$ cat src/rtl/branch_cond_resolver_pkg.sv
// Shared types and constants for the branch condition resolver and its
// condition evaluator.
package branch_cond_resolver_pkg;

    typedef enum logic [1:0] {
        BR_B    = 2'd0,
        BR_COND = 2'd1,
        BR_CBZ  = 2'd2,
        BR_CBNZ = 2'd3
    } br_kind_t;

    localparam logic [3:0] COND_EQ = 4'h0;
    localparam logic [3:0] COND_NE = 4'h1;
    localparam logic [3:0] COND_CS = 4'h2;
    localparam logic [3:0] COND_CC = 4'h3;
    localparam logic [3:0] COND_MI = 4'h4;
    localparam logic [3:0] COND_PL = 4'h5;
    localparam logic [3:0] COND_VS = 4'h6;
    localparam logic [3:0] COND_VC = 4'h7;
    localparam logic [3:0] COND_HI = 4'h8;
    localparam logic [3:0] COND_LS = 4'h9;
    localparam logic [3:0] COND_GE = 4'hA;
    localparam logic [3:0] COND_LT = 4'hB;
    localparam logic [3:0] COND_GT = 4'hC;
    localparam logic [3:0] COND_LE = 4'hD;
    localparam logic [3:0] COND_AL = 4'hE;
    localparam logic [3:0] COND_NV = 4'hF;

    typedef enum logic [1:0] {
        IDLE     = 2'd0,
        REDIRECT = 2'd1,
        FLUSH    = 2'd2
    } state_t;

    localparam int FLUSH_CNT_W = 4;

endpackage

$ cat src/rtl/branch_cond_resolver_cond_eval.sv
// Combinational ARM condition-code evaluator: returns whether the given
// condition passes for the supplied N, Z, C, V flags.
module branch_cond_resolver_cond_eval
    import branch_cond_resolver_pkg::*;
(
    input  logic       n,
    input  logic       z,
    input  logic       c,
    input  logic       v,
    input  logic [3:0] cond,
    output logic       pass
);

    always_comb begin
        pass = 1'b0;
        case (cond)
            COND_EQ: pass = z;
            COND_NE: pass = ~z;
            COND_CS: pass = c;
            COND_CC: pass = ~c;
            COND_MI: pass = n;
            COND_PL: pass = ~n;
            COND_VS: pass = v;
            COND_VC: pass = ~v;
            COND_HI: pass = c & ~z;
            COND_LS: pass = ~c | z;
            COND_GE: pass = (n == v);
            COND_LT: pass = (n != v);
            COND_GT: pass = ~z & (n == v);
            COND_LE: pass = z | (n != v);
            default: pass = 1'b1;
        endcase
    end

endmodule

$ cat src/rtl/branch_cond_resolver.sv
// Resolves B, B.cond, CBZ and CBNZ in decode using forwarded flags, and issues
// a registered PC redirect followed by a fixed-length IF/ID flush.
module branch_cond_resolver
    import branch_cond_resolver_pkg::*;
#(
    parameter int ADDR_W       = 64,
    parameter int DATA_W       = 64,
    parameter int FLUSH_CYCLES = 2,
    parameter int CNT_W        = 32
) (
    input  logic              clk,
    input  logic              reset_n,
    input  logic              br_valid,
    input  logic [1:0]        br_kind,
    input  logic [3:0]        br_cond,
    input  logic [DATA_W-1:0] br_reg,
    input  logic [ADDR_W-1:0] br_target,
    output logic              br_ready,
    input  logic              negativeC,
    input  logic              zeroC,
    input  logic              overflowC,
    input  logic              carry_outC,
    input  logic              ex_setflags,
    input  logic              ex_negative,
    input  logic              ex_zero,
    input  logic              ex_overflow,
    input  logic              ex_carry_out,
    output logic              redirect_valid,
    output logic [ADDR_W-1:0] redirect_pc,
    input  logic              redirect_ready,
    output logic              flush,
    output logic [CNT_W-1:0]  taken_cnt,
    output logic [CNT_W-1:0]  nottaken_cnt
);

    state_t                 state;
    state_t                 next_state;
    logic [FLUSH_CNT_W-1:0] flush_cnt;
    logic                   eff_n;
    logic                   eff_z;
    logic                   eff_c;
    logic                   eff_v;
    logic                   cond_pass;
    logic                   taken;
    logic                   accept;
    br_kind_t               kind;

    // Execute-stage flag writes bypass the flag register in the same cycle.
    always_comb begin
        eff_n = ex_setflags ? ex_negative  : negativeC;
        eff_z = ex_setflags ? ex_zero      : zeroC;
        eff_c = ex_setflags ? ex_carry_out : carry_outC;
        eff_v = ex_setflags ? ex_overflow  : overflowC;
    end

    branch_cond_resolver_cond_eval u_cond_eval (
        .n    (eff_n),
        .z    (eff_z),
        .c    (eff_c),
        .v    (eff_v),
        .cond (br_cond),
        .pass (cond_pass)
    );

    assign kind   = br_kind_t'(br_kind);
    assign accept = br_valid & br_ready;

    always_comb begin
        taken = 1'b0;
        case (kind)
            BR_B:    taken = 1'b1;
            BR_COND: taken = cond_pass;
            BR_CBZ:  taken = (br_reg == '0);
            BR_CBNZ: taken = (br_reg != '0);
            default: taken = 1'b0;
        endcase
    end

    always_ff @(posedge clk or negedge reset_n) begin
        if (!reset_n) begin
            state <= IDLE;
        end else begin
            state <= next_state;
        end
    end

    always_comb begin
        next_state = state;
        case (state)
            IDLE: begin
                if (accept && taken) begin
                    next_state = REDIRECT;
                end
            end
            REDIRECT: begin
                if (redirect_ready) begin
                    next_state = FLUSH;
                end
            end
            FLUSH: begin
                if (flush_cnt <= FLUSH_CNT_W'(1)) begin
                    next_state = IDLE;
                end
            end
            default: next_state = IDLE;
        endcase
    end

    // redirect_valid and flush are pure decodes of the registered state.
    always_comb begin
        br_ready       = (state == IDLE);
        redirect_valid = (state == REDIRECT);
        flush          = (state == FLUSH);
    end

    always_ff @(posedge clk or negedge reset_n) begin
        if (!reset_n) begin
            redirect_pc <= '0;
            flush_cnt   <= '0;
        end else begin
            if (state == IDLE && accept && taken) begin
                redirect_pc <= br_target;
            end
            if (state == REDIRECT && redirect_ready) begin
                flush_cnt <= FLUSH_CNT_W'(FLUSH_CYCLES);
            end else if (state == FLUSH) begin
                flush_cnt <= flush_cnt - FLUSH_CNT_W'(1);
            end
        end
    end

    always_ff @(posedge clk or negedge reset_n) begin
        if (!reset_n) begin
            taken_cnt    <= '0;
            nottaken_cnt <= '0;
        end else if (accept) begin
            if (taken) begin
                taken_cnt <= taken_cnt + CNT_W'(1);
            end else begin
                nottaken_cnt <= nottaken_cnt + CNT_W'(1);
            end
        end
    end

endmodule

$ cat config.mk
export PLATFORM = sky130hd
export DESIGN_NAME = branch_cond_resolver
export DESIGN_NICKNAME = d
export VERILOG_FILES = /design/src/rtl/branch_cond_resolver_pkg.sv /design/src/rtl/branch_cond_resolver_cond_eval.sv /design/src/rtl/branch_cond_resolver.sv
export SDC_FILE = /design/constraint.sdc
export NUM_CORES = 1
export LEC_CHECK = 0
export ABC_AREA = 1
export ABC_CLOCK_PERIOD_IN_PS = 2600
export CORE_MARGIN = 2
export CORE_UTILIZATION = 49
export DETAILED_ROUTE_END_ITERATION = 7
export PLACE_DENSITY = 0.9
export SLEW_MARGIN = 10
export SYNTH_ARGS = -nofsm -noshare
export SYNTH_HDL_FRONTEND = slang
export SYNTH_SLANG_ARGS = --single-unit
$ cat constraint.sdc
create_clock -name clk -period 2.6 [get_ports clk]
set_clock_uncertainty 0.05 [all_clocks]
set_input_delay 0.52 -clock clk [delete_from_list [all_inputs] [get_ports clk]]
set_output_delay 0.52 -clock clk [all_outputs]
set_load 0.03 [all_outputs]
* After elaboration in Yosys (flattened, before gate mapping)
Cells that the tools add are included.
W data, S select, Z words.
** Cells by class
- Mux-type cells :: 12
- Reductions and logical operators :: 13
- $add $sub $neg :: 3
- Bitwise gates (word level) :: 10
- $lt $le $gt $ge :: 1
- Eq/ne operators :: 23
** Operators by type and width (count)
- $add A32 B1 Y32 const B :: 2
- $logic_not A64 Y1 :: 1
- $reduce_bool A64 Y1 :: 1
- $eq A4 B4 Y1 const B :: 6
- $eq A4 B3 Y1 const B :: 4
- $pmux W1 S14 :: 1
- $eq A4 B2 Y1 const B :: 2
- $mux W4 :: 2
- $eq A2 B2 Y1 const B :: 3
- $mux W2 :: 3
- $ne A2 B1 Y1 const B :: 3
- $pmux W2 S3 :: 1
- $not A1 Y1 :: 5
- $eq A2 B1 Y1 const B :: 2
- $eq A4 B1 Y1 const B :: 1
- $le A4 B1 Y1 const B :: 1
- $logic_and A1 B1 Y1 :: 4
- $logic_not A2 Y1 :: 2
- $logic_not A4 Y1 :: 1
- $mux W1 :: 4
- $pmux W1 S4 :: 1
- $reduce_and A2 Y1 :: 2
- $sub A4 B1 Y4 const B :: 1
- $and A1 B1 Y1 :: 3
- 5 further kinds :: 6
** Storage, ports and cells
- Output and inout bits :: 131
- Bits of input ports :: 147
- Bits in registers :: 134

* Depth between registers and ports, before layout
Gate-level depths: netlist of run 1.
- Word-level depth :: 8
- Depth in mapped cells :: 16

* Cells and area by module
From an unflattened synthesis of run 1, not the netlist that was laid out.
** Second synthesis, totals
- Cells, all modules :: 1060
- Area total of the unflattened synthesis :: 7634.8 sq um
** By module, submodules not included
- branch_cond_resolver :: area each 7429.6 sq um, cells an instance 1010, instances 1
- branch_cond_resolver_cond_eval :: area each 205.2 sq um, cells an instance 50, instances 1

* Worst setup path after synthesis of run 1
OpenSTA, ideal clock, no wires.
- Path kind :: input-to-reg
- Start :: input br_reg[63]
- End :: register taken_cnt[26]
- Setup time :: 0.067 ns
- Arrival time :: 1.811 ns
- Required time :: 2.483 ns
- Stages on the path :: 11
- Path slack :: 0.672 ns
- Cells stage by stage :: nor2_1 nand2_1 nor2_1 nand2_1 nor2_1 nand3_1 nand3_2 buf_2 clkbuf_1 nand4_1 nand2_1
** Between the ends
- Word-level cells in the longest chain between the ends :: 3
** RTL lines
- start, declared :: line branch_cond_resolver.sv:16 : input logic [DATA_W-1:0] br_reg,
- $reduce_bool A64 Y1 / $logic_not A64 Y1 (equally long branches) :: line branch_cond_resolver.sv:74, branch_cond_resolver.sv:73
- $pmux W1 S4 (*) :: line branch_cond_resolver.sv:70 : case (kind)
- $reduce_and A2 Y1 (no source line) (*)
- end signal, assigned :: line branch_cond_resolver.sv:138 : taken_cnt <= taken_cnt + CNT_W'(1);
- end, declared :: line branch_cond_resolver.sv:32 : output logic [CNT_W-1:0] taken_cnt,
Mark *: on every way between the ends. The rest lies on a longest branch, timed or not.
A chain may end at the register's enable or synchronous reset.

* Final worst setup path of run 1
- Start :: register state[1]
- End :: output flush
** Between the ends
- Word-level cells in the longest chain between the ends :: 1
** RTL lines
- start, declared :: line branch_cond_resolver.sv:36 : state_t state;
- start signal, assigned :: line branch_cond_resolver.sv:83 : state <= next_state;
- $eq A2 B2 Y1 :: line branch_cond_resolver.sv:113 : flush = (state == FLUSH);
- end, declared :: line branch_cond_resolver.sv:31 : output logic flush,
Every way passes these cells.

==> key figures, run 1 <==
Run status
  • Status: completed

Yosys
  • Synth top cells by count: nand2_1, dfrtp_1, nand4_1
  • Most used DFF post-synth: dfrtp_1
  • Post-synth EDFFs: 0
  • Synth async-reset ratio: 100%
  • Syn Nets: 1,184
  • Synth Warn #: 0
  • Area contributors post-synth: dfrtp_1, nand2_1, nand4_1
  • Post-synthesis cell count: 1,033
  • Synth area leader: dfrtp_1
  • Most common cell in the netlist: nand2_1
  • Synthesized area per cell: 7.33 sq um
  • Post-synth top area share: 44.3%
  • Sequential fraction of the synthesis area: 44.3%
  • Unique masters post-synth: 30
  • #FFs+latches synth: 134
  • Synthesized area: 0.00758 sq mm

Timing
  • Unrepaired setup endpoints after global routing: no
  • Final Critical Period: 2.43 ns
  • Final Setup Violations: 0
  • Tightest Pin Transition: 0.556 ns
  • Relative slew slack: 63.0%
  • Setup ws final: 0.166 ns
  • Max Clk Rate: 411 MHz
  • Fin. max-slew vios: 0
  • Hold Violations, Final: 0
  • Crit share post-route: 93.6%

Worst setup path
  • Required time worst endpoint: 2.03 ns
  • CP Capture Type: primary output
  • Worst setup SP type: flip-flop
  • Data arrival, critical path: 1.86 ns
  • Max FO, Critical Path: 5
  • Crit Path Category: reg2out

Global routing
  • Largest net degree at the start of global routing: 60
  • Initial antenna violation count: 0
  • GRT overflow: 0
  • GRT Resource Usage Total: 30.0%
  • First-pass GRT wire length: 39,600 um
  • Via count of the first global-routing pass: 8,159

Power and ir drop
  • Clock network power share: 24.2%
  • Worst vdd ir: 869 uV
  • Sw power: 3.66 mW
  • Pleak: 5.29 nW
  • Sw Ratio: 39.5%
  • PwrDens: 824 mW/mm^2
  • Seq pwr share: 33.2%
  • Comb power frac: 42.6%
  • Internal power: 5.60 mW

Die
  • Die height: 128 um
  • Full die area: 0.0165 sq mm
  • Io pins: 278
  • Die width: 128 um
  • Core ar.: 0.0151 sq mm
  • Initial core utilization: 50.0%
  • FP Rows: 45

Clock network
  • TritonCTS clock tree: yes
  • CTS buffer count: 17
  • Reg clk slew, reported paths: 0.06 ns
  • Setup repair bufs after CTS: 0
  • Post-CTS sizing: 0
  • Num Clock Sinks: 134
  • Clk buf depth: 2
  • H-tree Lvls: 4
  • Worst-skew pair later-pin latency: 0.42 ns
  • Root Driver: clkbuf_16
  • CTS hold repair buffers: 0

Route
  • Drt drc: 0
  • Antenna-violating nets left: 0
  • Iter 0 DRT Violations: 767
  • Vias: 8,239
  • Via-per-instance ratio: 5.49
  • Final WL: 24,300 um
  • DR pass1 iterations: 5
  • Routed len/inst: 16.2 um

Final layout
  • Final Non-Filler Cells: 1,502
  • Synthesis-to-layout area growth: 48.4%
  • Ant. Diodes: 0
  • Final net count: 1,455
  • Share of layout cells above drive strength 1: 5.18%
  • Post-layout util: 74.2%

Placement
  • Routability cong.: 0.952
  • Placed insts: 1,473
  • Input/output buffers: 277
  • Hpwl dp: 17,500 um
  • Pre-CTS WS: -0.00687 ns

Min path
  • Class of the tightest hold or removal check: in2async

Flow run
  • Max_cap viols: 0
-- power by group through the flow --
stage | Sequential [mW] | Clock (mW) | Combinational (mW)
after floorplan | 4.08 | 0 | 1.09
after global placement | 3.05 | 0 | 3.82
after detailed placement | 3.07 | 0 | 3.92
after CTS | 3.07 | 2.27 | 3.95
after global routing | 3.14 | 2.35 | 4.22
final | 3.08 | 2.24 | 3.95
-- per-layer routing --
layer	global-route usage [%]	up-vias	part of all wire, %
li1	-	3939	-
met1	38.1	3896	40
met2	51.1	349	51
met3	7.07	55	6.8
met4	9.57	0	2.3
met5	0	-	0
-- worst max-delay path: stages (launching register included) --
cell	delay, ns
dfrtp_1	0.45
inv_1	0.07
nor2_1	0.20
clkdlybuf4s50_1	0.73
-- layout make-up --
cell class	count	area [sq um]
fillers	1102	3900
well taps	188	235
repair buffers	303	3110
multi-input cells	794	3800
flip-flops and latches	134	3350
clock inverters	9	78.8
inverters	54	203
clock buffers	20	467
-- through the flow --
step	total power [mW]	area (sq um)	hold slack (ns)	setup TNS [ns]
finish	9.26	11200	0.0235	0
global route	9.71	11200	0.0632	0
CTS	9.29	11200	0.0423	0
detailed placement	6.99	10700	0.408	-0.00687
global placement	6.87	10700	0.403	0
floorplan	5.17	7580	0.174	0
-- flip-flops by register name (all words and copies together) (netlist names) --
name	flops
state	2
taken_cnt	32
nottaken_cnt	32
flush_cnt	4
redirect_pc	64
-- cells in the final DEF (no fill, tap or decap), types with 2 or more instances in the layout --
cell type and n:
nor4_1 6, dfrtp_1 134, clkinvlp_4 2, nand3_4 2, nand2_1 411, clkbuf_16 17, buf_12 11, xor2_1 38
clkbuf_8 3, clkdlybuf4s50_1 276, a21oi_1 2, inv_1 48, clkinv_2 5, and2_1 2, ha_1 4, nand4_1 105
nand3_1 61, nor2_1 95, xnor2_1 21, buf_4 15, o21ai_0 2, inv_2 6, nor3_1 34
-- final timing paths --
| kind | from | to | slack, ns | cells after the start |
|---|---|---|---|---|
| min reg2reg | redirect_pc[48] | redirect_pc[48] | 0.42 | 2 |
| max reg2reg | nottaken_cnt[1] | nottaken_cnt[28] | 0.41 | 8 |
| max in group asynchronous | reset_n | nottaken_cnt[7] | 1.81 | 2 |
| min in group clk | redirect_pc[48] | redirect_pc[48] | 0.42 | 2 |
| min | reset_n | redirect_pc[43] | 0.02 | 1 |
| max | state[1] | flush | 0.17 | 3 |
-- cells by family after synthesis --
family | after synthesis | synth area share, %
buf+inv | 105 | 5.85
simple gates | 722 | 41.6
fa+ha+maj | 4 | 0.661
compound gates | 9 | 0.809
flops | 134 | 44.3
xor+xnor | 59 | 6.82
No activity file was read; power rests on OpenSTA's default activity.
==> run 2: changes to the inputs <==
- SYNTH_HIERARCHICAL: default -> 1
==> key figures, run 2 <==
Yosys
  • Adder-Cell Fraction of Synth Area: 0.656% (was 0.661%)
  • Synth Area in XOR/XNOR: 5.39% (was 6.82%)
  • Area contributors post-synth: dfrtp_1, nand2_1, nand4_1 (unchanged)
  • Most used DFF post-synth: dfrtp_1 (unchanged)
  • Synth Warn #: 6 (was 0)
  • Synth async-reset ratio: 100% (unchanged)
  • Synth top cells by count: nand2_1, dfrtp_1, nor2_1 (was nand2_1, dfrtp_1, nand4_1)
  • Most common cell in the netlist: nand2_1 (unchanged)
  • Post-synth EDFFs: 0 (unchanged)
  • Synthesized area: 0.00763 sq mm (was 0.00758 sq mm)
  • Largest family of logic cells by synthesized area: simple AND/OR/NAND/NOR gates (unchanged)
  • Unique masters post-synth: 26 (was 30)
  • Post-synthesis cell count: 1,060 (was 1,033)
  • Synthesized area per cell: 7.20 sq um (was 7.33 sq um)
  • Synth Area in Simple Gates: 42.9% (was 41.6%)
  • Sequential fraction of the synthesis area: 43.9% (was 44.3%)
  • Syn Nets: 1,211 (was 1,184)
  • Compound-Gate Fraction of Synth Area: 0.721% (was 0.809%)
  • Mux cell area share after synthesis: 0.737% (was 0%)
  • Post-synth top area share: 43.9% (was 44.3%)
  • Synth area leader: dfrtp_1 (unchanged)
  • #FFs+latches synth: 134 (unchanged)

Flow run
  • Max_cap viols: 0 (unchanged)

Power and ir drop
  • Pleak: 5.40 nW (was 5.29 nW)
  • Final Power: 10.1 mW (was 9.26 mW)
  • PwrDens: 880 mW/mm^2 (was 824 mW/mm^2)
  • Worst vdd ir: 911 uV (was 869 uV)

Placement
  • Pre-CTS WS: -0.391 ns (was -0.00687 ns)
  • Input/output buffers: 277 (unchanged)
  • Placed insts: 1,505 (was 1,473)
  • Routability cong.: 0.985 (was 0.952)
  • Hpwl dp: 18,100 um (was 17,500 um)

Final layout
  • Ant. Diodes: 0 (unchanged)
  • Multi-input logic area: 0.00387 sq mm (was 0.00380 sq mm)
  • Largest Register: redirect_pc (unchanged)
  • Register area: 0.00335 sq mm (unchanged)
  • Filler cell count: 1,071 (was 1,102)
  • Commonest cells after routing, fill and taps aside: nand2_1, clkdlybuf4s50_1, dfrtp_1 (unchanged)
  • Final net count: 1,487 (was 1,455)
  • Final Non-Filler Cells: 1,537 (was 1,502)
  • Commonest non-fill, non-tap cell in the layout: nand2_1 (unchanged)
  • Synthesis-to-layout area growth: 51.0% (was 48.4%)
  • Max FFs per register: 64 (unchanged)
  • Largest regs: redirect_pc (64), nottaken_cnt (32), taken_cnt (32) (unchanged)
  • Share of layout cells above drive strength 1: 5.78% (was 5.18%)

Route
  • Vias: 8,532 (was 8,239)
  • DR pass1 iterations: 5 (unchanged)
  • Final WL: 25,000 um (was 24,300 um)
  • Routed len/inst: 16.3 um (was 16.2 um)
  • Via-per-instance ratio: 5.55 (was 5.49)
  • Antenna-violating nets left: 0 (unchanged)
  • Drt drc: 0 (unchanged)
  • Iter 0 DRT Violations: 834 (was 767)

Clock network
  • Post-CTS sizing: 0 (unchanged)
  • Num Clock Sinks: 134 (unchanged)
  • CTS buffer count: 17 (unchanged)
  • Clk buf depth: 2 (unchanged)
  • Worst-skew pair later-pin latency: 0.43 ns (was 0.42 ns)
  • CTS hold repair buffers: 0 (unchanged)
  • Reg clk slew, reported paths: 0.06 ns (about the same)
  • H-tree Lvls: 4 (unchanged)
  • Setup repair bufs after CTS: 0 (unchanged)
  • TritonCTS clock tree: yes (unchanged)
  • Root Driver: clkbuf_16 (unchanged)

Worst setup path
  • CP delay by family, top: buffers and inverters (unchanged)
  • Data arrival, critical path: 1.94 ns (was 1.86 ns)
  • Required time worst endpoint: 2.03 ns (about the same)
  • Max stage delay on crit path: 0.74 ns (was 0.73 ns)
  • Crit Path Category: reg2out (unchanged)
  • Worst setup SP type: flip-flop (unchanged)
  • CP Capture Type: primary output (unchanged)
  • WP buf/inv: 2 (unchanged)
  • Crit-path cells: inv_1 > nor2_1 > clkdlybuf4s50_1 (unchanged)
  • Max FO, Critical Path: 5 (unchanged)
  • Critical path's slowest cell: clkdlybuf4s50_1 (unchanged)

Timing
  • Final Critical Period: 2.51 ns (was 2.43 ns)
  • Crit share post-route: 96.6% (was 93.6%)
  • Final Setup Violations: 0 (unchanged)
  • Unrepaired setup endpoints after global routing: no (unchanged)
  • Hold Violations, Final: 0 (unchanged)
  • Fin. max-slew vios: 0 (unchanged)
  • Max Clk Rate: 398 MHz (was 411 MHz)
  • TNS Setup: 0 ns (unchanged)
  • Relative slew slack: 61.2% (was 63.0%)
  • Setup ws final: 0.0894 ns (was 0.166 ns)
  • Tightest Pin Transition: 0.582 ns (was 0.556 ns)

Global routing
  • Via count of the first global-routing pass: 8,409 (was 8,159)
  • GRT overflow: 0 (unchanged)
  • First-pass GRT wire length: 41,400 um (was 39,600 um)
  • Largest net degree at the start of global routing: 70 (was 60)
  • GRT Resource Usage Total: 31.3% (was 30.0%)
  • Initial antenna violation count: 0 (unchanged)

Min path
  • Class of the tightest hold or removal check: in2async (unchanged)

Die
  • Full die area: 0.0166 sq mm (was 0.0165 sq mm)
  • Die width: 129 um (was 128 um)
  • Die height: 129 um (was 128 um)
  • Io pins: 278 (unchanged)
  • FP Rows: 45 (unchanged)
  • Initial core utilization: 50.2% (was 50.0%)
  • Core ar.: 0.0152 sq mm (was 0.0151 sq mm)

Run status
  • Status: completed (unchanged)
-- run 2: cell count changes in the layout (fill, tap and decap cells not counted), sizes merged, moves of 8 or more --
cell / before / now
nor2: 95 / 127
nand2: 412 / 433
nor3: 34 / 19
xor2: 38 / 29
nand3b: 1 / 9
-- run 2: power by group --
group | switching, mW | leakage [nW] | internal, mW
Combinational | 2.61 | 3.34 | 1.74
Sequential | 0.477 | 1.75 | 2.70
Clock | 0.930 | 0.310 | 1.68
Total | 4.01 | 5.40 | 6.13
-- run 2: layout make-up --
type / instances / share of cell area, %
Sequential cell: 134 / 29.1
Multi-Input combinational cell: 822 / 33.6
Clock buffer: 21 / 4.08
Clock inverter: 11 / 1.49
Inverter: 53 / 1.73
Tap cell: 188 / 2.04
Timing Repair Buffer: 308 / 28.0
-- run 2: worst paths after layout --
path	start	endpoint	slack, ns	cells after the start
hold / removal	reset_n	redirect_pc[25]	0.02	1
setup / recovery	state[1]	flush	0.09	3
min in group clk	redirect_pc[52]	redirect_pc[52]	0.42	2
max in group asynchronous	reset_n	taken_cnt[14]	1.71	2
setup reg to reg	nottaken_cnt[0]	nottaken_cnt[28]	0.49	9
hold reg to reg	redirect_pc[52]	redirect_pc[52]	0.42	2
-- run 2: logic make-up after synthesis --
family / after synthesis
XOR/XNOR: 47
buffers and inverters: 104
AO/OA/AOI/OAI: 10
adder cells (fa/ha/maj): 4
AND/OR/NAND/NOR: 756
flip-flops: 134
multiplexers: 5
-- run 2: routing by layer --
metal  track usage (%)  vias up  wire length (um)
li1                  -     4009                 -
met1              39.3     3980              9660
met2              51.5      465             12300
met3              7.03       78              2100
met4              14.6        0               956
met5                 0        -                 0
-- run 2: stage by stage --
stage,area (sq um),util (%),hold slack [ns]
after floorplan,7630,-,0.174
after global placement,10900,71.6,0.403
after detailed placement,10900,71.6,0.407
after CTS,11500,75.8,0.0465
after global routing,11500,75.8,0.0694
final,11500,75.8,0.0244
==> run 3: changes to the inputs <==
- CORE_MARGIN: 2 -> default
==> key figures, run 3 (synthesis results as in run 2) <==
Run status
  • Status: completed (unchanged)

Clock network
  • Worst-skew pair later-pin latency: 0.42 ns (was 0.43 ns)
  • H-tree Lvls: 4 (unchanged)
  • CTS hold repair buffers: 0 (unchanged)
  • Clk buf depth: 2 (unchanged)
  • Num Clock Sinks: 134 (unchanged)
  • CTS buffer count: 17 (unchanged)
  • Root Driver: clkbuf_16 (unchanged)
  • Setup repair bufs after CTS: 0 (unchanged)
  • Reg clk slew, reported paths: 0.06 ns (about the same)
  • TritonCTS clock tree: yes (unchanged)

Die
  • Io pins: 278 (unchanged)
  • Core ar.: 0.0152 sq mm (unchanged)
  • Initial core utilization: 50.2% (unchanged)
  • Die height: 127 um (was 129 um)
  • Full die area: 0.0161 sq mm (was 0.0166 sq mm)
  • FP Rows: 45 (unchanged)
  • Die width: 127 um (was 129 um)

Timing
  • TNS Setup: 0 ns (unchanged)
  • Fin. max-slew vios: 0 (unchanged)
  • Crit share post-route: 92.5% (was 96.6%)
  • Final Setup Violations: 0 (unchanged)
  • Worst hold slack: 0.0227 ns (was 0.0244 ns)
  • Max Clk Rate: 416 MHz (was 398 MHz)
  • Relative slew slack: 61.2% (about the same)
  • Hold Violations, Final: 0 (unchanged)
  • Tightest Pin Transition: 0.578 ns (was 0.582 ns)
  • Final Critical Period: 2.40 ns (was 2.51 ns)
  • Unrepaired setup endpoints after global routing: no (unchanged)

Final layout
  • Commonest cells after routing, fill and taps aside: nand2_1, clkdlybuf4s50_1, dfrtp_1 (unchanged)
  • Final net count: 1,483 (was 1,487)
  • Ant. Diodes: 0 (unchanged)
  • Largest Register: redirect_pc (unchanged)
  • Largest regs: redirect_pc (64), nottaken_cnt (32), taken_cnt (32) (unchanged)
  • Share of layout cells above drive strength 1: 5.29% (was 5.78%)
  • Filler cell count: 1,105 (was 1,071)
  • Synthesis-to-layout area growth: 49.1% (was 51.0%)
  • Commonest non-fill, non-tap cell in the layout: nand2_1 (unchanged)
  • Multi-input logic area: 0.00387 sq mm (unchanged)
  • Max FFs per register: 64 (unchanged)
  • Register area: 0.00335 sq mm (unchanged)

Route
  • Wire length on met2: 12,100 um (was 12,300 um)
  • M1 WL: 9890 um (was 9660 um)
  • Via-per-instance ratio: 5.42 (was 5.55)
  • Metal3 WL: 1540 um (was 2100 um)
  • Routed len/inst: 15.8 um (was 16.3 um)
  • Drt drc: 0 (unchanged)
  • Final WL: 24,200 um (was 25,000 um)
  • DR pass1 iterations: 5 (unchanged)
  • Highest metal used: met5 (was met4)
  • Vias: 8,295 (was 8,532)
  • Antenna-violating nets left: 0 (unchanged)
  • Iter 0 DRT Violations: 730 (was 834)

Global routing
  • GRT overflow: 0 (unchanged)
  • GRT Resource Usage Total: 31.2% (was 31.3%)
  • Initial antenna violation count: 1 (was 0)
  • Via count of the first global-routing pass: 8,086 (was 8,409)
  • Largest net degree at the start of global routing: 81 (was 70)
  • First-pass GRT wire length: 39,800 um (was 41,400 um)

Placement
  • Routability cong.: 0.964 (was 0.985)
  • Hpwl dp: 17,700 um (was 18,100 um)
  • Input/output buffers: 277 (unchanged)

Worst setup path
  • Critical path's slowest cell: clkdlybuf4s50_1 (unchanged)
  • Worst r2r path cells: 9 (unchanged)
  • Crit-path cells: inv_1 > nor2_1 > clkdlybuf4s50_1 (unchanged)
  • Max FO, Critical Path: 5 (unchanged)
  • CP Capture Type: primary output (unchanged)
  • R2R Path End: nottaken_cnt[28] (unchanged)
  • Worst setup SP type: flip-flop (unchanged)
  • Worst R2R Setup Slack: 0.52 ns (was 0.49 ns)
  • Max stage delay on crit path: 0.71 ns (was 0.74 ns)
  • Crit Path Category: reg2out (unchanged)
  • Worst reg2reg startpoint: nottaken_cnt[0] (unchanged)
  • Data arrival, critical path: 1.83 ns (was 1.94 ns)
  • Required time worst endpoint: 2.03 ns (about the same)

Power and ir drop
  • Sw power: 3.91 mW (was 4.01 mW)
  • Comb power frac: 42.9% (about the same)
  • Seq pwr share: 32.0% (was 31.3%)
  • Sw Ratio: 39.4% (was 39.6%)
  • Worst vdd ir: 712 uV (was 911 uV)
  • Pleak: 5.33 nW (was 5.40 nW)
  • PwrDens: 870 mW/mm^2 (was 880 mW/mm^2)
  • Clock network power share: 25.1% (was 25.8%)
  • Internal power: 6.00 mW (was 6.13 mW)

Flow run
  • Max_cap viols: 0 (unchanged)

Min path
  • Class of the tightest hold or removal check: in2async (unchanged)
## run 3: cell types whose count changed in the layout (fill, tap and decap cells not counted)
cell        change
clkbuf_1        +1
inv_6           -1
buf_4           +2
clkbuf_8        +1
bufinv_16       -1
clkinvlp_4      -1
clkinv_2        -1
buf_12          -6
## run 3: through the flow
stage / cell area [sq um] / setup slack [ns] / utilization, % / std cells / power, mW
finish: 11400 / 0.195 / 74.9 / 1531 / 9.90
global placement: 10800 / -0.302 / 70.9 / 1501 / 7.32
CTS: 11400 / 0.00268 / 74.9 / 1531 / 9.93
floorplan: 7630 / 0.403 / - / 1060 / 5.42
detailed placement: 10800 / -0.421 / 70.9 / 1501 / 7.42
global route: 11400 / 0.0103 / 74.9 / 1531 / 10.4
## run 3: power groups by stage
stage          clock network (mW)  registers, mW  logic (mW)
2_1_floorplan                   0           4.23        1.19
3_3_place_gp                    0           3.16        4.15
3_5_place_dp                    0           3.18        4.23
4_1_cts                      2.52           3.16        4.25
5_1_grt                      2.60           3.25        4.51
6_report                     2.48           3.17        4.25
## run 3: how the worst max path moves through the flow
stage                startpoint                to  slack [ns]  cells after the start
global placement    ex_setflags          state[0]       -0.30                     15
CTS                 ex_setflags   redirect_pc[27]       0.003                     16
detailed placement  ex_setflags   redirect_pc[58]       -0.42                     16
finish                 state[1]             flush        0.20                      3
floorplan           ex_setflags  nottaken_cnt[17]        0.40                     14
global route          overflowC   nottaken_cnt[6]        0.01                     15
## run 3: final cells by class
type | count | share of cell area, %
multi-input combinational | 822 | 34.0
sequential | 134 | 29.4
tap | 188 | 2.07
clock buffer | 23 | 4.29
clock inverter | 7 | 1.05
inverter | 53 | 1.75
timing repair buffer | 304 | 27.4
## run 3: layer usage
layer  vias to the layer above  GRT usage [%]
li1                       3994              -
met1                      3891           38.7
met2                       348           52.7
met3                        60           7.25
met4                         2           12.3
met5                         -              0
## run 3: critical path, delay by kind of cell, from the launching register on
kind | cells | cell delay (ns)
buffers and inverters | 2 | 0.77
DFF | 1 | 0.45
and+or+nand+nor | 1 | 0.20
## run 3: repair_timing
| item | in CTS | in global routing |
|---|---|---|
| resized for setup | 0 | 2 |
| endpoints found under the setup margin | 0 | 128 |
| hold endpoints to repair | 0 | 0 |
